**src/rtl/axis_rng_arbiter.sv**
```systemverilog
// Round-robin burst arbiter sharing one 32-bit AXI-Stream RNG source among PORTS consumers.
// Also sequences reseeds of the generator, which take priority over data grants.
module axis_rng_arbiter #(
  parameter int PORTS     = 4,
  parameter int BURST_LEN = 8
) (
  input  logic              clk,
  input  logic              rst_n,
  input  logic [31:0]       input_axis_tdata,
  input  logic              input_axis_tvalid,
  output logic              input_axis_tready,
  input  logic [PORTS-1:0]  req,
  output logic [31:0]       output_axis_tdata,
  output logic [PORTS-1:0]  output_axis_tvalid,
  input  logic [PORTS-1:0]  output_axis_tready,
  input  logic              seed_req,
  input  logic [31:0]       seed_val,
  output logic              seed_ack,
  output logic [31:0]       rng_seed_val,
  output logic              rng_seed_start,
  input  logic              rng_busy,
  output logic              grant_valid,
  output logic [3:0]        grant_port,
  output logic              busy
);

  localparam int PW = (PORTS > 1) ? $clog2(PORTS) : 1;

  localparam logic [2:0] IDLE       = 3'd0;
  localparam logic [2:0] GRANT      = 3'd1;
  localparam logic [2:0] DRAIN      = 3'd2;
  localparam logic [2:0] SEED_ISSUE = 3'd3;
  localparam logic [2:0] SEED_WAIT  = 3'd4;

  logic [2:0]    state;
  logic [PW-1:0] rr_ptr, g, out_port, pick;
  logic          pick_vld;
  logic [7:0]    cnt;
  logic [31:0]   out_data, seed_hold, seed_last;
  logic          out_valid, seed_pend;
  logic          stop, out_take, in_hs;

  // Search upward from rr_ptr with wrap; iterating from the far end lets the nearest requester win.
  always_comb begin
    int idx;
    idx      = 0;
    pick     = '0;
    pick_vld = 1'b0;
    for (int i = PORTS - 1; i >= 0; i--) begin
      idx = int'(rr_ptr) + i;
      if (idx >= PORTS) idx = idx - PORTS;
      if (req[idx]) begin
        pick     = PW'(idx);
        pick_vld = 1'b1;
      end
    end
  end

  assign out_take = out_valid && output_axis_tready[out_port];
  assign stop     = (cnt == 8'd0) || !req[g] || seed_pend;

  always_comb begin
    input_axis_tready = 1'b0;
    case (state)
      GRANT:     input_axis_tready = !stop && (!out_valid || out_take);
      SEED_WAIT: input_axis_tready = 1'b1;  // flush stale words from the reseeding generator
      default:   input_axis_tready = 1'b0;
    endcase
  end

  assign in_hs = input_axis_tvalid && input_axis_tready && (state == GRANT);

  always_ff @(posedge clk or negedge rst_n) begin
    if (!rst_n) begin
      state     <= IDLE;
      rr_ptr    <= '0;
      g         <= '0;
      cnt       <= '0;
      out_valid <= 1'b0;
      out_data  <= '0;
      out_port  <= '0;
      seed_pend <= 1'b0;
      seed_hold <= '0;
      seed_last <= '0;
    end else begin
      // A request landing in SEED_ISSUE keeps pend set so a second reseed follows.
      if (seed_req) begin
        seed_pend <= 1'b1;
        seed_hold <= seed_val;
      end else if (state == SEED_ISSUE) begin
        seed_pend <= 1'b0;
      end

      if (in_hs) begin
        out_valid <= 1'b1;
        out_data  <= input_axis_tdata;
        out_port  <= g;
        cnt       <= cnt - 8'd1;
      end else if (out_take) begin
        out_valid <= 1'b0;
      end

      case (state)
        IDLE: begin
          if (seed_pend) begin
            state <= SEED_ISSUE;
          end else if (pick_vld) begin
            g      <= pick;
            cnt    <= 8'(BURST_LEN);
            rr_ptr <= (pick == PW'(PORTS - 1)) ? '0 : pick + 1'b1;
            state  <= GRANT;
          end
        end
        GRANT:      if (stop) state <= DRAIN;
        DRAIN:      if (!out_valid || out_take) state <= IDLE;
        SEED_ISSUE: begin
          seed_last <= seed_hold;
          state     <= SEED_WAIT;
        end
        SEED_WAIT:  if (!rng_busy) state <= IDLE;
        default:    state <= IDLE;
      endcase
    end
  end

  always_comb begin
    output_axis_tvalid = '0;
    for (int i = 0; i < PORTS; i++)
      output_axis_tvalid[i] = out_valid && (int'(out_port) == i);
  end

  assign output_axis_tdata = out_data;
  assign rng_seed_start    = (state == SEED_ISSUE);
  assign rng_seed_val      = rng_seed_start ? seed_hold : seed_last;
  assign seed_ack          = (state == SEED_WAIT) && !rng_busy;
  assign grant_valid       = (state == GRANT);
  assign grant_port        = 4'(g);
  assign busy              = seed_pend || (state == SEED_ISSUE) || (state == SEED_WAIT);

endmodule
```
**config.mk**
```make
export PLATFORM = sky130hd
export DESIGN_NAME = axis_rng_arbiter
export DESIGN_NICKNAME = d
export VERILOG_FILES = /design/src/rtl/axis_rng_arbiter.sv
export SDC_FILE = /design/constraint.sdc
export NUM_CORES = 1
export LEC_CHECK = 0
export CAP_MARGIN = 15
export CORE_ASPECT_RATIO = 1.5
export CORE_MARGIN = 5
export CORE_UTILIZATION = 42
export CTS_BUF_LIST = sky130_fd_sc_hd__clkbuf_16
export DETAILED_ROUTE_END_ITERATION = 6
export PLACE_DENSITY_LB_ADDON = 0.3
export SKIP_LAST_GASP = 1
export SLEW_MARGIN = 10
export SYNTH_ARGS = -nofsm -noshare
export SYNTH_HDL_FRONTEND = slang
export SYNTH_SLANG_ARGS = --single-unit
```
**constraint.sdc**
```tcl
create_clock -name clk -period 2.33 [get_ports clk]
set_input_delay 0.466 -clock clk [delete_from_list [all_inputs] [get_ports clk]]
set_output_delay 0.466 -clock clk [all_outputs]
set_load 0.05 [all_outputs]
```
==> impl_metrics.py <==
metrics = {
    "outcome": {
        "status": "finished, violations left",
        "violations": "setup timing",
    },
    "sta": {
        "slew_viol_final": 0,
        "rsz0062_at_grt": "true",
        "finalHoldViolCount": 0,
        "fin_crit_sh_pct": 105,
        "period_needed_ns": 2.45,
        "fin_skew_ns": 0.00604,
        "timing.final.ws_setup_ns": -0.120,
        "fmax_ghz": 0.408,
        "max_slew.worst_pin.slew_ns": 0.580,
        "setup_viol": 5,
        "slew_headroom_pct": 60.7,
    },
    "detailed_routing": {
        "drtIter0Drc": 63,
        "wl_met2_mm": 6.51,
        "wirelength_met1_mm": 4.96,
        "drc": 0,
        "antenna_left": 0,
        "routed_wl_mm": 12.5,
        "met3_length_um": 862,
        "drtPass1Iterations": 4,
        "vias": 3679,
        "drt-vias-per-instance": 4.92,
        "wl_per_cell_um": 16.6,
        "highest_layer": "met4",
    },
    "worst_setup_path": {
        "startpoint_type": "flip-flop",
        "arrival_ns": 1.98,
        "reg2reg_to": "seed_last[11]",
        "path_class": "flip-flop to output pin",
        "r2r_start": "state[2]",
        "ff2ff_setup_slack_ns": -0.01,
        "reg2regPathDepth": 14,
        "setup.worst_path.end_class": "output pin",
        "crit_path_max_fanout": 2,
        "worstPathRequired_ns": 1.86,
    },
    "die": {
        "die_w_um": 96.6,
        "start_util_pct": 42.8,
        "rows": 47,
        "fp.dieArea_um2": 13500,
        "die_h_um": 140,
        "io_pins": 154,
        "core_area_um2": 11100,
    },
    "clock_tree": {
        "htree_num_levels": 4,
        "cts.sinks": 115,
        "cts_buffers": 17,
        "cts_tree": "done",
        "clkTransAtPathRegs_ns": 0.05,
        "cts_buffer_depth": 2,
        "clock_latency_ns": 0.40,
        "cts_root_buffer": "clkbuf_16",
    },
    "final_layout": {
        "fin_nets": 667,
        "mostFrequentLayoutCell": "dfrtp_1",
        "final_area_um2": 7690,
        "nFillCells": 842,
        "area_growth_pct": 62.6,
        "drive_gt1_share_pct": 35.3,
        "layout_common_cells": "115 x dfrtp_1, 108 x clkdlybuf4s50_1, 70 x nand2_1",
        "antenna_cells": 0,
    },
    "grt": {
        "grt_max_degree": 87,
        "track_usage_pct": 18.5,
        "grt_pass1_wl_mm": 20.1,
        "grt_pass1_vias": 3979,
        "overflow": 0,
        "antenna_found_initial": 0,
    },
    "yosys": {
        "dominantRegCellSynth": "dfrtp_1",
        "avgSynthCellArea_um2": 12.1,
        "synth-edff-count": 0,
        "synth_seq_cells": 115,
        "synth_top_area_cell": "dfrtp_1",
        "synth_top_area_share_pct": 60.9,
        "async_flop_share_pct": 100,
        "synth.cell_area_um2": 4730,
        "synthTopCellsByArea": "dfrtp_1 61%, nand2_1 8.4%, mux2_2 8.3%",
        "synth_cells": 390,
        "yosys_warnings": 0,
        "synth_cell_types": 43,
        "yosysSeqAreaShare_pct": 60.9,
    },
    "placement": {
        "gp_congestion": 0.841,
        "portBuffers": 151,
        "place_area_um2": 6450,
        "dp_hpwl_mm": 8.10,
    },
    "power": {
        "ir_drop_uv": 944,
        "cellPowerDensity_nw_per_um2": 1460,
        "total_power_mw": 11.2,
        "cellLeakagePower_nw": 3.61,
    },
    "flow_run": {
        "cap_violations": 0,
    },
    "hold_path": {
        "hold_path.class": "primary input to asynchronous set/reset pin",
    },
}
-- worst max-delay path, cell delays in order (launching register included) --
cell	delay, ns
dfrtp_1	0.37
or4_4	0.55
o311a_4	0.35
a21oi_4	0.12
nor2_2	0.05
buf_6	0.15
-- worst max-delay path by stage --
stage | from | to
6_report | cnt[3] | input_axis_tready
5_1_grt | cnt[3] | input_axis_tready
3_5_place_dp | req[3] | output_axis_tdata[6]
2_1_floorplan | state[1] | rng_seed_val[22]
3_3_place_gp | req[1] | output_axis_tdata[17]
4_1_cts | cnt[3] | input_axis_tready
-- cell families after synthesis --
kind of cell,share of synthesized area (%)
and+or+nand+nor,14.0
DFF,60.9
xor gates and xnor gates,1.48
muxes,18.1
other,0.0793
adders and majority gates,0.265
AOI/OAI and AO/OA,2.65
buffers and inverters,2.57
-- state kept, by name, indices dropped and copies added (netlist names) --
signal / count
cnt: 8
g: 2
out_port: 2
out_valid: 1
output_axis_tdata: 32
rr_ptr: 2
seed_hold: 32
seed_last: 32
seed_pend: 1
state: 3
-- per-stage QoR --
| stage | hold slack (ns) | setup TNS [ns] | utilization [%] | worst slack, ns | instances |
|---|---|---|---|---|---|
| after CTS | 0.100 | -0.289 | 66.4 | -0.153 | 737 |
| final | 0.0825 | -0.199 | 69.5 | -0.120 | 748 |
| after detailed placement | 0.459 | -8.68 | 58.3 | -0.276 | 691 |
| after global routing | 0.119 | -3.06 | 69.5 | -0.173 | 748 |
| after global placement | 0.456 | -6.09 | 58.3 | -0.191 | 691 |
| after floorplan | 0.170 | -0.0782 | - | -0.0782 | 391 |
-- synthesized netlist by cell type (all sizes together), types with 2 or more instances --
cell,count
nor4,2
nor4b,2
nor3,5
xnor2,5
xor2,3
a21oi,5
nand2b,4
or3,2
dfrtp,115
nand2,106
o21ai,3
nand4,2
nor2,19
inv,4
nor3b,3
nor2b,4
mux2,68
buf,6
clkbuf,13
and3,2
-- power by group --
part / internal [mW] / switching, mW / total [mW] / leakage, nW
Clock: 1.87 / 0.853 / 2.72 / 0.310
Combinational: 2.33 / 3.33 / 5.66 / 1.85
Sequential: 2.56 / 0.288 / 2.85 / 1.45
Total: 6.76 / 4.47 / 11.2 / 3.61
-- repair_timing --
item | in CTS | in global routing
setup endpoints to repair | 34 | 65
cloned | 3 | 3
setup buffers | 12 | 8
hold buffers | 0 | 0
gates resized for setup | 28 | 67
pin swaps | 4 | 7
-- layer usage --
metal	up-vias	global-route usage, %
met1	1825	21.4
met2	132	31.4
met3	11	7.01
met4	0	6.36
li1	1711	-
met5	-	0
-- area by class of cell --
cell class	instances	area, um2	share of cell area [%]
Sequential cell	115	2880	37.4
Timing Repair Buffer	198	2120	27.6
Multi-Input combinational cell	252	1850	24.1
Clock buffer	17	425	5.53
Clock inverter	14	194	2.52
Tap cell	147	184	2.39
Inverter	5	31.3	0.407
Power figures use the tool's default switching activity.
==> patch: new RTL, same settings <==
Make the reset (`rst_n`) synchronous in one clocked block.
--- a/src/rtl/axis_rng_arbiter.sv
+++ b/src/rtl/axis_rng_arbiter.sv
@@ -70,7 +70,7 @@
 
   assign in_hs = input_axis_tvalid && input_axis_tready && (state == GRANT);
 
-  always_ff @(posedge clk or negedge rst_n) begin
+  always_ff @(posedge clk) begin
     if (!rst_n) begin
       state     <= IDLE;
       rr_ptr    <= '0;
Behaviour: differs if rst_n is asserted again (counterexample within 4 cycles, from zero or initial values and one cycle with rst_n low); with rst_n held inactive, the same outputs for 4 cycles.
==> patch against the original RTL <==
  * Final area down 5.1%
  * Sequential cell count stayed put
  * Non-clock buffer count down 20
  * Wire length increased by 0.63%
  * Worst setup slack improved by 0.16 ns
  * Area after synthesis is 3.8% lower
  * Core utilization decreased by 0.64 points
  * Final cell count rose by 16%
  * Count of clock-buffer cells in the layout is the same
  * First-iteration DRC count grew to 3.0 times the old value
  * Via count is 14% higher
Power is not compared: it rests on default switching activity, and its combinational part moved more than twofold at a synthesized area within 25%.
==> patch: results (changes against the original RTL) <==
metric,value,unit,change
status,completed,,
cp_top_family,simple AND/OR/NAND/NOR gates,,
ys_types,41,,-4.7%
p_leak,0.00302,uW,
crit_path_max_incr_delay,0.57,ns,+0.02 ns
yosys_warnings,0,,unchanged
worstHoldStart,output_axis_tdata[12]$_SDFFE_PN0P_,,
r2r_slack,0.30,ns,+0.31 ns
clock_latency,0.41,ns,
clockRootBuffer,clkbuf_16,,
holdPathEnd,output_axis_tdata[12]$_SDFFE_PN0P_,,
fillers,854,,+1.4%
critPathSlowestCell,or4_4,,
first_pass_iters,4,,unchanged
place.gp.congestion,0.828,,-1.5%
diodes,0,,unchanged
relSlewSlack,0.648,,+0.0411
cts_buffers,17,,unchanged
fin_nets,786,,+18%
port_buffers,151,,unchanged
synth_area_leaders,"dfxtp_1 51%, nand2_1 14%, mux2i_1 7.7%, a21oi_1 5.0%, and2_1 4.7%",,
synthArstFlopShare,0,,-1.00
grt_max_degree,52,,-40%
antenna_found_initial,0,,unchanged
vias,4211,,+14%
fin_skew,0.00861,ns,+0.00257 ns
hold_slack,0.451,ns,+0.369 ns
critPathMaxFanout,3,,+1
syn_area_per_cell,8.34,sq um,-31%
final_layout_size_suffix_gt1_frac,0.154,,-0.199
synth_common_cells,"173 x nand2_1, 115 x dfxtp_1, 45 x a21oi_1, 45 x nor2_1, 35 x mux2i_1",,
grt_pass1_vias,4321,,+8.6%
drtIter0Drc,186,,+200%
crit-reg2reg-launch,cnt[6]$_SDFF_PN0_,,
synth_top_flop_cell,dfxtp_1,,
post_dp_cell_area,6640,sq um,+2.9%
crit_path_end,input_axis_tready,,
rr_endpoint,output_axis_tdata[26]$_SDFFE_PN0P_,,
arrival,1.82,ns,-0.16 ns
synth.yosys.seq_area_share,0.506,,-0.102
via_per_inst,4.87,,-0.91%
worstHoldPathType,register to register,,
grt_first_pass_wirelength,20100,um,about the same
reg2regPathDepth,6,,-8
grt_usage,0.197,,+0.0122
dp_hpwl,9060,um,+12%
wirelength,12500,um,+0.63%
vdd_drop_max,0.549,mV,
place_inst,831,,+20%
path_clk_slew,0.05,ns,about the same
-- patch: cell families (layout without fill, tap and decap cells) --
kind of cell,count (synthesis),count (layout),share of synthesized area
AO/OA/AOI/OAI,62,62,0.0809
flip-flops,115,115,0.506
adder cells (fa/ha/maj),1,1,0.00275
buffers and inverters,42,216,0.0424
XOR/XNOR,4,4,0.00771
other,1,2,0.000825
AND/OR/NAND/NOR,284,284,0.277
multiplexers,36,36,0.0820
-- patch: what timing repair did --
action / 4_1_cts / 5_1_grt
setup endpoints to repair: 31 / 29
pin swaps: 2 / 1
hold endpoints to repair: 0 / 0
setup buffers: 0 / 2
cloned: 0 / 0
resized for setup: 6 / 5
-- patch: through the flow --
step           worst slack [ns]  setup TNS [ns]
2_1_floorplan           -0.0426         -0.0426
3_3_place_gp            -0.0194         -0.0194
3_5_place_dp            -0.0361          -0.344
4_1_cts                  0.0114               0
5_1_grt                 -0.0402          -0.299
6_report                 0.0453               0
-- patch: area by class of cell --
cell class,instances,area [sq um],area share
clock buffer,17,425,0.0583
clock inverter,14,194,0.0266
inverter,7,26.3,0.00360
multi-input combinational,389,2070,0.284
sequential,115,2310,0.317
tap,144,180,0.0247
timing repair buffer,178,2090,0.286
-- patch: report_power, final --
group,internal (uW),switching (uW),leakage (uW)
Combinational,373,390,0.00178
Sequential,2040,61.0,0.000937
Clock,1860,863,0.000300
-- patch: worst min-delay path: stages (launching register included) --
cell and delay [ns]:
dfxtp_1 0.30, nand2_1 0.05, a21oi_1 0.05
-- patch: routing by layer --
layer / global-route usage / vias to the layer above / share of wire
met4: 0.0610 / 0 / 0.014
met2: 0.370 / 138 / 0.54
met5: 0 / - / 0
li1: - / 2093 / -
met3: 0.0809 / 12 / 0.066
met1: 0.193 / 1968 / 0.38
